--- config.mk ---
export PLATFORM = sky130hd
export DESIGN_NAME = spi_slave_rx_tx
export DESIGN_NICKNAME = d
export VERILOG_FILES = /design/src/rtl/spi_slave_rx_tx.sv
export SDC_FILE = /design/constraint.sdc
export NUM_CORES = 1
export LEC_CHECK = 0
export BUFFER_PORTS_ARGS = -buffer_cell sky130_fd_sc_hd__buf_2
export CORE_MARGIN = 2
export CORE_UTILIZATION = 40
export DETAILED_ROUTE_END_ITERATION = 10
export MAX_ROUTING_LAYER = met4
export PLACE_DENSITY = 0.59
export SLEW_MARGIN = 5
export SYNTH_ARGS = -nofsm -noshare
export SYNTH_HDL_FRONTEND = slang
export SYNTH_SLANG_ARGS = --single-unit
export TNS_END_PERCENT = 10
--- constraint.sdc ---
create_clock -name clk -period 4.35 [get_ports clk]
set_input_delay 0.87 -clock clk [delete_from_list [all_inputs] [get_ports clk]]
set_output_delay 0.87 -clock clk [all_outputs]
set_load 0.05 [all_outputs]
--- src/rtl/spi_slave_rx_tx.sv ---
// spi_slave_rx_tx: SPI mode-0 slave front end for the SPI-to-RAM path.
// It shifts in 10-bit command/data frames MSB first and reports each one with a
// single-cycle rx_valid pulse. It also tracks whether a read address has been
// sent, and it shifts the RAM's 8-bit read data back out on MISO.
module spi_slave_rx_tx (
  input  logic       clk,
  input  logic       rst_n,
  input  logic       SS_n,
  input  logic       MOSI,
  output logic       MISO,
  output logic [9:0] rx_data,
  output logic       rx_valid,
  input  logic [7:0] tx_data,
  input  logic       tx_valid
);

  localparam logic [3:0] FRAME_BITS = 4'd10;
  localparam logic [3:0] BYTE_BITS  = 4'd8;

  typedef enum logic [2:0] {
    IDLE,
    CHK_CMD,
    WRITE,
    READ_ADD,
    READ_DATA
  } state_t;

  state_t      state_q, state_d;
  logic [3:0]  bit_cnt_q, bit_cnt_d;       // frame bits sampled so far
  logic [8:0]  shift_q, shift_d;           // first nine frame bits; the tenth comes straight from MOSI
  logic [9:0]  rx_data_q, rx_data_d;
  logic        rx_valid_q, rx_valid_d;
  logic        rd_addr_done_q, rd_addr_done_d;
  logic [7:0]  tx_byte_q, tx_byte_d;       // read byte being shifted out, MSB first
  logic        tx_loaded_q, tx_loaded_d;   // read byte captured for this transaction
  logic [3:0]  tx_cnt_q, tx_cnt_d;         // read bits already driven onto MISO
  logic        miso_q, miso_d;

  // State, frame capture and readout registers with asynchronous active-low reset
  always_ff @(posedge clk or negedge rst_n) begin
    if (!rst_n) begin
      state_q        <= IDLE;
      bit_cnt_q      <= '0;
      shift_q        <= '0;
      rx_data_q      <= '0;
      rx_valid_q     <= 1'b0;
      rd_addr_done_q <= 1'b0;
      tx_byte_q      <= '0;
      tx_loaded_q    <= 1'b0;
      tx_cnt_q       <= '0;
      miso_q         <= 1'b0;
    end else begin
      state_q        <= state_d;
      bit_cnt_q      <= bit_cnt_d;
      shift_q        <= shift_d;
      rx_data_q      <= rx_data_d;
      rx_valid_q     <= rx_valid_d;
      rd_addr_done_q <= rd_addr_done_d;
      tx_byte_q      <= tx_byte_d;
      tx_loaded_q    <= tx_loaded_d;
      tx_cnt_q       <= tx_cnt_d;
      miso_q         <= miso_d;
    end
  end

  // Next state, frame shifting, completion and MISO readout sequencing
  always_comb begin
    state_d        = state_q;
    bit_cnt_d      = bit_cnt_q;
    shift_d        = shift_q;
    rx_data_d      = rx_data_q;
    rx_valid_d     = 1'b0;
    rd_addr_done_d = rd_addr_done_q;
    tx_byte_d      = tx_byte_q;
    tx_loaded_d    = tx_loaded_q;
    tx_cnt_d       = tx_cnt_q;
    miso_d         = miso_q;

    if (state_q == IDLE) begin
      miso_d      = 1'b0;
      bit_cnt_d   = '0;
      tx_loaded_d = 1'b0;
      tx_cnt_d    = '0;
      if (!SS_n) begin
        state_d = CHK_CMD;
      end
    end else if (SS_n) begin
      // A deasserted select drops any partial frame or byte without side effects.
      state_d     = IDLE;
      bit_cnt_d   = '0;
      miso_d      = 1'b0;
      tx_loaded_d = 1'b0;
      tx_cnt_d    = '0;
    end else begin
      case (state_q)
        CHK_CMD: begin
          // Frame bit 9 picks the path. A read path is chosen by the flag, not by bit 8.
          shift_d   = {8'b0, MOSI};
          bit_cnt_d = 4'd1;
          if (!MOSI) begin
            state_d = WRITE;
          end else if (rd_addr_done_q) begin
            state_d = READ_DATA;
          end else begin
            state_d = READ_ADD;
          end
        end
        default: begin
          if (bit_cnt_q != FRAME_BITS) begin
            shift_d   = {shift_q[7:0], MOSI};
            bit_cnt_d = bit_cnt_q + 4'd1;
            if (bit_cnt_q == FRAME_BITS - 4'd1) begin
              rx_data_d  = {shift_q, MOSI};
              rx_valid_d = 1'b1;
              if (state_q == READ_ADD) begin
                rd_addr_done_d = 1'b1;
              end
              if (state_q == READ_DATA) begin
                rd_addr_done_d = 1'b0;
              end
            end
          end else if (state_q == READ_DATA) begin
            // After the frame: capture one read byte, shift it out, then drive zeros.
            if (!tx_loaded_q) begin
              if (tx_valid) begin
                tx_byte_d   = tx_data;
                tx_loaded_d = 1'b1;
                tx_cnt_d    = '0;
              end
            end else if (tx_cnt_q != BYTE_BITS) begin
              miso_d    = tx_byte_q[7];
              tx_byte_d = {tx_byte_q[6:0], 1'b0};
              tx_cnt_d  = tx_cnt_q + 4'd1;
            end else begin
              miso_d = 1'b0;
            end
          end
        end
      endcase
    end
  end

  assign MISO     = miso_q;
  assign rx_data  = rx_data_q;
  assign rx_valid = rx_valid_q;

endmodule

==> flow_summary_export.csv <==
group,metric,value,unit
outcome,outcome,"finished clean",
routing,via_per_inst,5.37,
sta,post-route-period-util,49.1,%
routing,top_layer,"met4",
sta,clock_skew,0.00822,ns
die,rows,25,
synthesis,async_reset_ff_share,100,%
cts,cts_htree_levels,2,
routing,wl_met3,203,um
run,drv_cap,0,
routing,dr_wl_met2,1500,um
synthesis,synth-edff-count,0,
sta,final-setup-viol-count,0,
worst_setup_path,end_kind,"flip-flop",
routing,drc_errors,0,
layout,layout-drive-gt1-share,24.3,%
die,start_util,41.3,%
layout,syn2layout_area_growth,12.7,%
routing,wirelength,3390,um
worst_setup_path,cp.required,4.53,ns
global_routing,grt_pass1_vias,1221,
sta,fin_crit,2.14,ns
power_and_ir_drop,vdd_drop_max,213,uV
cts,clk_path_buf_depth,2,
power_and_ir_drop,pwr-share-clk,30.9,%
place,dp_hpwl,2410,um
global_routing,grt_max_degree,43,
place,numPortBuffers,24,
die,die_x,73.6,um
synthesis,synth_ff_type,"dfrtp_1",
sta,max_slew_margin,39.2,%
worst_setup_path,cp_max_fo,8,
global_routing,antenna_found_initial,0,
layout,seq_area,0.00105,sq mm
power_and_ir_drop,cell_internal_pwr,0.587,mW
cts,cts-resized-gates,0,
power_and_ir_drop,pwr-share-comb,11.5,%
layout,fin_cells,239,
global_routing,grt_overflow,0,
global_routing,grtUsageTotal,14.8,%
layout,fillers,444,
place,place_area,0.00209,sq mm
worst_hold_path,hold_class,"flip-flop to flip-flop",
cts,postCtsSetupBuffers,0,
sta,setup_tns,0,ns
worst_setup_path,rrSetupSlack,2.21,ns
routing,dr.first_iter.drc_count,39,
global_routing,grt_pass1_wl,5760,um
cts,insertion_delay,0.30,ns
layout,n_antenna_cell,0,
synthesis,syn_area,0.00194,sq mm
power_and_ir_drop,power_density,372,mW/mm^2
worst_setup_path,crit_slowest_cell,"dfrtp_1",
place,placed_cells,231,
worst_setup_path,critical_path_class,"flip-flop to flip-flop",
synthesis,ys_types,36,
routing,drt-wirelength-per-cell,14.2,um
routing,wl_met1,1630,um
worst_setup_path,path_cells,"inv_1 -> ha_1 -> and3b_1 -> o2111ai_4 -> nor2_2 -> mux2_1",
die,core-area,0.00469,sq mm
layout,fin_area,0.00218,sq mm
cts,cts_tree,"built",
layout,layout_common_cells,"dfrtp_1 (42), buf_2 (24), mux2_1 (17), nor2_1 (11)",
cts,cts.sinks,42,
die,io_pins,25,
routing,vias,1283,
routing,ant_nets,0,
worst_setup_path,slowest_delay,0.44,ns
routing,dr.pass1.iters,4,
layout,layout_commonest_cell,"dfrtp_1",
cts,cts_hold_buf,0,
power_and_ir_drop,power_switching_share,27.7,%
die,die_area,0.00542,sq mm
sta,clock.fmax,468,MHz
synthesis,postSynthCellCount,160,
synthesis,ys_ff_latch,42,
layout,multiInputGateArea,826,sq um
synthesis,avgSynthCellArea,12.1,sq um
sta,final_hold_viol_count,0,
cts,clockRootBuffer,"clkbuf_8",
synthesis,ys_warn_count,0,
power_and_ir_drop,p_leak,1.06,nW
worst_setup_path,start_kind,"flip-flop",
power_and_ir_drop,switching_power,0.225,mW
place,place_congestion,0.774,
power_and_ir_drop,p_seq_share,57.6,%
sta,final_max_slew_viol_count,0,
cts,clk_pin_slew_worst_paths,0.08,ns
cts,cts_buffers,5,
layout,nets,202,
die,die_h,73.6,um
sta,tightest_slew,0.912,ns
worst_setup_path,worstPathArrival,2.31,ns
sta,rsz0062_at_grt,"no",
synthesis,ys_seq_area_share,54.2,%
synthesis,syn_nets,178,
-- final cells by class --
class / instances / share of cell area, %
Tap cell: 54 / 3.09
Clock inverter: 3 / 0.974
Multi-Input combinational cell: 103 / 37.8
Sequential cell: 42 / 48.1
Clock buffer: 5 / 3.15
Timing Repair Buffer: 24 / 5.50
Inverter: 8 / 1.37
-- logic make-up (layout without fill, tap and decap cells) --
group                    count (synthesis)  count (layout)  synth area share (%)
AO/OA/AOI/OAI                           28              28                  11.1
XOR/XNOR                                 1               1                 0.452
adder cells (fa/ha/maj)                  5               5                  3.23
multiplexers                            26              26                  15.0
flip-flops                              42              42                  54.2
buffers and inverters                   15              40                  3.16
AND/OR/NAND/NOR                         43              43                  12.8
-- layer usage --
metal	global-route usage (%)	up-vias
li1	-	620
met1	19.0	628
met2	20.5	28
met3	5.62	7
met4	7.07	0
met5	-	-
-- Yosys cell counts, drive strengths merged, types with 3 or more instances --
| cell type | count | area [sq um] |
|---|---|---|
| clkbuf | 3 | 11.3 |
| dfrtp | 42 | 1050 |
| nand4 | 3 | 18.8 |
| a22o | 8 | 70.1 |
| buf | 4 | 20.0 |
| mux2 | 25 | 282 |
| nand2 | 8 | 30.0 |
| inv | 8 | 30.0 |
| ha | 5 | 62.6 |
| a21oi | 6 | 30.0 |
| o21ai | 4 | 20.0 |
| a31oi | 4 | 25.0 |
| nor2 | 12 | 47.6 |
| nand3 | 5 | 25.0 |
-- final timing paths --
kind | startpoint | endpoint | cells after the start
max in group asynchronous | rst_n | bit_cnt_q[2]$_DFFE_PN0P_ | 1
hold / removal | tx_byte_q[2]$_DFFE_PN0P_ | tx_byte_q[2]$_DFFE_PN0P_ | 1
hold reg to reg | tx_byte_q[2]$_DFFE_PN0P_ | tx_byte_q[2]$_DFFE_PN0P_ | 1
setup reg to reg | bit_cnt_q[0]$_DFFE_PN0P_ | tx_byte_q[3]$_DFFE_PN0P_ | 6
min in group asynchronous | rst_n | bit_cnt_q[0]$_DFFE_PN0P_ | 1
setup / recovery | bit_cnt_q[0]$_DFFE_PN0P_ | tx_byte_q[3]$_DFFE_PN0P_ | 6
-- power groups by stage --
stage | combinational [mW] | clock, mW | sequential, mW
floorplan | 0.0736 | 0 | 0.459
global placement | 0.0911 | 0 | 0.472
detailed placement | 0.0964 | 0 | 0.474
CTS | 0.0956 | 0.263 | 0.468
global route | 0.108 | 0.280 | 0.474
finish | 0.0933 | 0.251 | 0.468
-- critical path: cells and delay by family (launching register included) --
family | cells | cell delay (ns)
and+or+nand+nor | 2 | 0.70
DFF | 1 | 0.44
muxes | 1 | 0.37
AOI/OAI and AO/OA | 1 | 0.23
adders and majority gates | 1 | 0.18
buffers and inverters | 1 | 0.10
-- per-stage QoR --
| step | util, % | total power, mW | setup slack [ns] | hold WS (ns) |
|---|---|---|---|---|
| after floorplan | - | 0.533 | 2.39 | 0.449 |
| after global placement | 44.6 | 0.564 | 2.17 | 0.464 |
| after detailed placement | 44.6 | 0.570 | 2.14 | 0.471 |
| after CTS | 46.6 | 0.827 | 2.20 | 0.489 |
| after global routing | 46.6 | 0.862 | 2.05 | 0.508 |
| final | 46.6 | 0.812 | 2.21 | 0.483 |
-- state kept, by name (all words and copies together), names as in the netlist --
| signal | flops |
|---|---|
| rx_data | 10 |
| shift_q | 9 |
| tx_byte_q | 8 |
| bit_cnt_q | 4 |
| tx_cnt_q | 4 |
| state_q | 3 |
| MISO | 1 |
| rd_addr_done_q | 1 |
| rx_valid | 1 |
| tx_loaded_q | 1 |
No activity file was read; power rests on OpenSTA's default activity.
